### config.mk
export PLATFORM = sky130hd
export DESIGN_NAME = if_fetch_ctl_flat
export DESIGN_NICKNAME = d
export VERILOG_FILES = /design/src/rtl/if_fetch_ctl_if.sv /design/src/rtl/if_fetch_ctl.sv /design/src/flat_wrapper.sv
export SDC_FILE = /design/constraint.sdc
export NUM_CORES = 1
export LEC_CHECK = 0
export BUFFER_PORTS_ARGS = -buffer_cell sky130_fd_sc_hd__buf_2
export CAP_MARGIN = 20
export CORE_MARGIN = 1.5
export CORE_UTILIZATION = 48
export DETAILED_ROUTE_END_ITERATION = 6
export PLACE_DENSITY = 0.83
export SLEW_MARGIN = 40
export SYNTH_ARGS = -nofsm -noshare
export SYNTH_HDL_FRONTEND = slang
export SYNTH_SLANG_ARGS = --single-unit
export TNS_END_PERCENT = 30
### constraint.sdc
create_clock -name clk -period 2.3 [get_ports clk]
set_input_delay 0.46 -clock clk [delete_from_list [all_inputs] [get_ports clk]]
set_output_delay 0.46 -clock clk [all_outputs]
set_load 0.1 [all_outputs]
### src/rtl/if_fetch_ctl_if.sv
// ---------------------------------------------------------------------------
// if_fetch_ctl_if
// Bundles every non-clock signal of the IF fetch controller.
//   Control in  : cpu_start, cpu_stop, start_adr, stall, jmp_condition, jmp_adr
//   RAM bus     : ram_radr (to RAM), ram_rdata (from RAM, one cycle later)
//   IF/ID out   : inst_id, pc_id, valid_id, cpu_running
// modport slave  : the fetch controller itself.
// modport master : the surrounding pipeline / RAM / debug controller.
//
// There is no back-pressure handshake on IF/ID: valid_id marks the entry
// as a live instruction, and stall is the only way downstream holds it.
// An entry is consumed on every edge where valid_id=1 and stall=0.
// ---------------------------------------------------------------------------
interface if_fetch_ctl_if;
   logic        cpu_start;
   logic        cpu_stop;
   logic [31:0] start_adr;
   logic        stall;
   logic        jmp_condition;
   logic [31:0] jmp_adr;
   logic [9:0]  ram_radr;
   logic [31:0] ram_rdata;
   logic [31:0] inst_id;
   logic [31:0] pc_id;
   logic        valid_id;
   logic        cpu_running;

   modport slave (
      input  cpu_start, cpu_stop, start_adr, stall, jmp_condition, jmp_adr,
      input  ram_rdata,
      output ram_radr, inst_id, pc_id, valid_id, cpu_running
   );

   modport master (
      output cpu_start, cpu_stop, start_adr, stall, jmp_condition, jmp_adr,
      output ram_rdata,
      input  ram_radr, inst_id, pc_id, valid_id, cpu_running
   );
endinterface

### src/rtl/if_fetch_ctl.sv
// ---------------------------------------------------------------------------
// if_fetch_ctl
// IF-stage fetch control for the RV32I pipeline. Generates the PC, drives
// the read address of a 1024x32 instruction RAM with a registered-address
// (one-cycle) read, and captures the returned word with its PC into the
// IF/ID register.
// Ports:
//   clk      : single clock, all state on posedge
//   rst      : synchronous active-high reset
//   fetch_io : if_fetch_ctl_if.slave (control, RAM bus, IF/ID outputs)
// The FSM state is visible as fetch_io.cpu_running (1 = RUN).
// ---------------------------------------------------------------------------
module if_fetch_ctl #(
   parameter logic [31:0] NOP_INST = 32'h0000_0013
) (
   input  logic           clk,
   input  logic           rst,
   if_fetch_ctl_if.slave  fetch_io
);

   typedef enum logic {IDLE = 1'b0, RUN = 1'b1} state_t;

   state_t      state_q, state_d;
   logic [31:0] pc_f_q, pc_f_d;       // address whose data is on ram_rdata now
   logic        f_valid_q, f_valid_d;
   logic [31:0] inst_id_q, inst_id_d;
   logic [31:0] pc_id_q, pc_id_d;
   logic        valid_id_q, valid_id_d;
   logic [31:0] nxt_pc;

   // Word-alignment bits of the address inputs are intentionally dropped.
   logic unused_adr_bits;
   assign unused_adr_bits = ^{fetch_io.start_adr[1:0], fetch_io.jmp_adr[1:0]};

   always_ff @(posedge clk) begin
      if (rst) begin
         state_q    <= IDLE;
         pc_f_q     <= 32'h0;
         f_valid_q  <= 1'b0;
         inst_id_q  <= NOP_INST;
         pc_id_q    <= 32'h0;
         valid_id_q <= 1'b0;
      end else begin
         state_q    <= state_d;
         pc_f_q     <= pc_f_d;
         f_valid_q  <= f_valid_d;
         inst_id_q  <= inst_id_d;
         pc_id_q    <= pc_id_d;
         valid_id_q <= valid_id_d;
      end
   end

   always_comb begin
      state_d    = state_q;
      pc_f_d     = pc_f_q;
      f_valid_d  = f_valid_q;
      inst_id_d  = inst_id_q;
      pc_id_d    = pc_id_q;
      valid_id_d = valid_id_q;
      nxt_pc     = pc_f_q + 32'd4;

      case (state_q)
         IDLE: begin
            // Keep presenting the boot address so the first word is already
            // on ram_rdata in the cycle after start is taken.
            nxt_pc     = {fetch_io.start_adr[31:2], 2'b00};
            pc_f_d     = nxt_pc;
            f_valid_d  = 1'b0;
            valid_id_d = 1'b0;
            if (fetch_io.cpu_start && !fetch_io.cpu_stop) begin
               state_d   = RUN;
               f_valid_d = 1'b1;
            end
         end
         RUN: begin
            if (fetch_io.jmp_condition)
               nxt_pc = {fetch_io.jmp_adr[31:2], 2'b00};
            else if (fetch_io.stall)
               nxt_pc = pc_f_q;   // re-read same word so RAM output is held
            pc_f_d    = nxt_pc;
            f_valid_d = 1'b1;

            if (fetch_io.cpu_stop) begin
               state_d    = IDLE;
               valid_id_d = 1'b0;
               inst_id_d  = NOP_INST;
               f_valid_d  = 1'b0;
            end else if (fetch_io.jmp_condition) begin
               // Word on ram_rdata is wrong-path; open a one-entry bubble.
               valid_id_d = 1'b0;
            end else if (!fetch_io.stall) begin
               inst_id_d  = fetch_io.ram_rdata;
               pc_id_d    = pc_f_q;
               valid_id_d = f_valid_q;
            end
         end
         default: state_d = IDLE;
      endcase
   end

   // RAM index wraps every 4 KB; PC registers keep the full 32-bit value.
   assign fetch_io.ram_radr    = nxt_pc[11:2];
   assign fetch_io.inst_id     = inst_id_q;
   assign fetch_io.pc_id       = pc_id_q;
   assign fetch_io.valid_id    = valid_id_q;
   assign fetch_io.cpu_running = (state_q == RUN);

endmodule

### src/flat_wrapper.sv
// flat-port wrapper written by rule: the top's interface ports become plain ports
module if_fetch_ctl_flat 
#(
   parameter logic [31:0] NOP_INST = 32'h0000_0013
)
  (clk, rst, fetch_io_cpu_start, fetch_io_cpu_stop, fetch_io_start_adr, fetch_io_stall, fetch_io_jmp_condition, fetch_io_jmp_adr, fetch_io_ram_rdata, fetch_io_ram_radr, fetch_io_inst_id, fetch_io_pc_id, fetch_io_valid_id, fetch_io_cpu_running);
  if_fetch_ctl_if fetch_io_i ();
  input  logic clk;
  input  logic rst;
  input wire logic [$bits(fetch_io_i.cpu_start)-1:0] fetch_io_cpu_start;
  input wire logic [$bits(fetch_io_i.cpu_stop)-1:0] fetch_io_cpu_stop;
  input wire logic [$bits(fetch_io_i.start_adr)-1:0] fetch_io_start_adr;
  input wire logic [$bits(fetch_io_i.stall)-1:0] fetch_io_stall;
  input wire logic [$bits(fetch_io_i.jmp_condition)-1:0] fetch_io_jmp_condition;
  input wire logic [$bits(fetch_io_i.jmp_adr)-1:0] fetch_io_jmp_adr;
  input wire logic [$bits(fetch_io_i.ram_rdata)-1:0] fetch_io_ram_rdata;
  output wire logic [$bits(fetch_io_i.ram_radr)-1:0] fetch_io_ram_radr;
  output wire logic [$bits(fetch_io_i.inst_id)-1:0] fetch_io_inst_id;
  output wire logic [$bits(fetch_io_i.pc_id)-1:0] fetch_io_pc_id;
  output wire logic [$bits(fetch_io_i.valid_id)-1:0] fetch_io_valid_id;
  output wire logic [$bits(fetch_io_i.cpu_running)-1:0] fetch_io_cpu_running;
  assign fetch_io_i.cpu_start = fetch_io_cpu_start;
  assign fetch_io_i.cpu_stop = fetch_io_cpu_stop;
  assign fetch_io_i.start_adr = fetch_io_start_adr;
  assign fetch_io_i.stall = fetch_io_stall;
  assign fetch_io_i.jmp_condition = fetch_io_jmp_condition;
  assign fetch_io_i.jmp_adr = fetch_io_jmp_adr;
  assign fetch_io_i.ram_rdata = fetch_io_ram_rdata;
  assign fetch_io_ram_radr = fetch_io_i.ram_radr;
  assign fetch_io_inst_id = fetch_io_i.inst_id;
  assign fetch_io_pc_id = fetch_io_i.pc_id;
  assign fetch_io_valid_id = fetch_io_i.valid_id;
  assign fetch_io_cpu_running = fetch_io_i.cpu_running;
  if_fetch_ctl #(.NOP_INST(NOP_INST)) u_core (.clk(clk), .rst(rst), .fetch_io(fetch_io_i));
endmodule
==> flow_metrics.py <==
metrics = {
    "run_status": {
        "status": "complete, but fails checks",
        "failed_checks": "negative setup slack",
    },
    "logic_synthesis": {
        "synth_cells": 530,
        "syn_avg_cell_area_um2": 8.159,
        "synth-async-reset-ratio": 0,
        "yosysWarnings": 0,
        "netlist_area_mm2": 0.004324,
        "synth_top_cell_area_share": 0.4352,
        "synth_top_cell_by_area": "dfxtp_1",
        "synth-seq-cells": 94,
        "synth.distinct_cells": 53,
        "synth_edf_count": 0,
        "ys_seq_area_frac": 0.4352,
        "synth_area_leaders": "dfxtp_1 44%, nand2_1 7.5%, a22oi_1 5.9%",
        "ys.flop_type": "dfxtp_1",
    },
    "finish": {
        "stdcell_area_mm2": 0.005767,
        "nets": 796,
        "stdcell_count": 806,
        "antennaDiodeCount": 0,
        "fill_cells": 734,
        "syn_to_final_growth_pct": 33.36,
        "drive_gt1_frac": 0.3510,
        "fin_util": 0.6613,
    },
    "sta": {
        "clock_skew_ns": 0.006750,
        "period_minus_slack_ns": 2.349,
        "grt_setup_unrepaired": "yes",
        "fin_ws_ns": -0.04878,
        "drv_slew": 0,
        "timing.slew.headroom": 0.5168,
        "hold_viol_final": 0,
        "fmax_mhz": 425.8,
        "worstMarginPinSlew_ns": 0.7221,
        "finalSetupViolCount": 4,
        "setup_tns_ns": -0.1475,
        "fin_crit_sh": 1.021,
    },
    "power_and_ir_drop": {
        "p_clk_frac": 0.300,
        "powerDensity_mw_per_mm2": 583.5,
        "p_leak_uw": 0.002482,
        "p_sw_frac": 0.3071,
        "ir_worst_vdd_uv": 335.3,
        "power_frac_seq": 0.513,
        "p_comb_frac": 0.187,
        "switchingPower_uw": 1033,
        "internal_power_uw": 2332,
    },
    "placement": {
        "place_area_mm2": 0.005470,
        "place_hpwl_um": 9419,
        "dp_cells": 786,
        "post-place-ws_ns": 0.04266,
        "io_buffers": 171,
        "gp_congestion": 0.8685,
    },
    "global_route": {
        "track_usage": 0.2618,
        "grt_pass1_wl_um": 20600,
        "grt_overflow": 0,
        "grt_max_degree": 60,
        "grt_pass1_vias": 4338,
        "antenna_found_initial": 0,
    },
    "cts": {
        "ctsHtreeMaxLevel": 3,
        "cts_root_buf": "clkbuf_8",
        "cts.clk_slew.worst_paths_ns": 0.09,
        "hold_buffers": 0,
        "clk-insertion-delay-late_ns": 0.36,
        "cts_buffers": 9,
        "cts_tree": "yes",
        "clkSinkCount": 94,
        "cts.path.max_buffers": 2,
    },
    "critical_path": {
        "cp_max_fo": 4,
        "required_ns": 1.84,
        "crit_type": "reg -> out",
        "crit_arrival_ns": 1.89,
        "end_kind": "primary output",
        "cp-start-kind": "flip-flop",
    },
    "floorplanning": {
        "io_pins": 178,
        "die_w_um": 97.92,
        "rows": 34,
        "start_util": 0.4958,
        "die_area_mm2": 0.009587,
        "core_area_mm2": 0.008721,
        "die_y_um": 97.92,
    },
    "route": {
        "routed_wirelength_um": 12960,
        "dr_total_vias": 4497,
        "drtIter0Drc": 262,
        "ant_nets": 0,
        "wl_per_cell_um": 16.08,
        "viasPerCell": 5.579,
        "drt-pass1-iter-count": 7,
        "drc_errors": 0,
    },
    "worst_hold_path": {
        "hold_class": "in -> reg",
    },
    "run": {
        "cap_violations": 0,
    },
}
## layer usage
metal	vias up	share of wire	GRT usage
met3	29	0.086	0.06442
met1	2065	0.41	0.3345
met2	234	0.48	0.4350
met5	-	0	0
met4	0	0.021	0.08352
li1	2169	-	-
## critical path, cell delays in order (launching register included)
cell and delay (ns):
dfxtp_1 0.40, nand2_2 0.14, nor4_2 0.31, xor2_1 0.11
a221o_1 0.38, buf_12 0.18
## cell usage in the layout, fill, tap and decap left out, drive strengths merged, types with 2 or more instances in the layout
cell	n
nand4	10
nor4b	2
xor2	10
conb	2
clkinv	2
a211oi	3
buf	200
xnor2	13
o21ai	14
nand3b	3
a311oi	2
a21boi	3
clkinvlp	2
clkbuf	11
nand2	86
nand4b	2
nor3	10
nand2b	8
nand3	6
and3	7
o211ai	2
nor4	11
or4	2
a21oi	42
a31o	3
nor2b	8
mux2	3
dfxtp	94
o311a	2
or3	2
o22ai	10
a221o	3
o21a	3
a31oi	2
and4	3
inv	10
nor2	58
a22oi	34
## synthesized netlist by cell type, types with 3 or more instances
library cell  instances
buf_2                 3
nand4_1               9
nand2b_1              8
o22ai_1              10
and4_1                3
a21oi_1              42
clkbuf_1             31
a31o_2                3
nand3_1               6
a221o_1               3
dfxtp_1              94
nand2_1              86
o21ai_0              14
a22oi_1              34
xnor2_1              13
buf_1                 3
o21a_1                3
a21boi_0              3
inv_1                 9
nand3b_1              3
nor2_1               58
and3_1                7
nor2b_1               8
nor3_1               10
buf_4                12
mux2_2                3
nor4_1                9
xor2_1               10
## worst paths after layout
kind	slack, ns	end	startpoint	cells after the start
setup / recovery	-0.05	fetch_io_ram_radr[9]	u_core.pc_f_q[9]	5
hold reg to reg	0.46	u_core.fetch_io.pc_id[23]	u_core.fetch_io.pc_id[23]	2
setup reg to reg	0.15	u_core.pc_f_q[30]	u_core.pc_f_q[3]	8
hold / removal	0.35	u_core.fetch_io.inst_id[0]	fetch_io_ram_rdata[0]	3
## what timing repair did
action / in CTS / in global routing
buffers inserted: 3 / 1
endpoints found under the setup margin: 9 / 8
resized for setup: 18 / 5
pin swaps: 3 / 4
## stage by stage
step / power, µW / hold WS [ns]
2_1_floorplan: 2148 / 0.4448
3_3_place_gp: 2356 / 0.4423
3_5_place_dp: 2373 / 0.4461
4_1_cts: 3369 / 0.3373
5_1_grt: 3484 / 0.3408
6_report: 3365 / 0.3457
## sequential cells by signal, summed over array words and instances (netlist names)
register,count
u_core.fetch_io.cpu_running,1
u_core.fetch_io.inst_id,32
u_core.fetch_io.pc_id,30
u_core.fetch_io.valid_id,1
u_core.pc_f_q,30
## cells by family (layout without fill, tap and decap cells)
family,count (synthesis),count (layout),share of synthesized area
AO/OA/AOI/OAI,129,129,0.1956
XOR/XNOR,23,23,0.04658
adder cells (fa/ha/maj),1,1,0.002893
buffers and inverters,58,225,0.06163
flip-flops,94,94,0.4352
multiplexers,4,4,0.01013
other,1,2,0.0008672
AND/OR/NAND/NOR,220,220,0.2471
## power groups by stage
stage               clock (µW)  sequential (µW)  combinational [µW]
floorplan                    0             1810                 340
global placement             0             1760                 596
detailed placement           0             1760                 611
CTS                       1020             1720                 626
global route              1080             1730                 669
finish                    1010             1730                 631
## layout make-up
type,count,area (µm²),share of cell area
sequential,94,1901,0.3296
clock buffer,11,141.4,0.02452
timing repair buffer,200,1252,0.2172
multi-input combinational,379,2270,0.3936
clock inverter,5,33.78,0.005858
tap,108,135.1,0.02343
inverter,9,33.78,0.005858
Power figures use the tool's default switching activity.
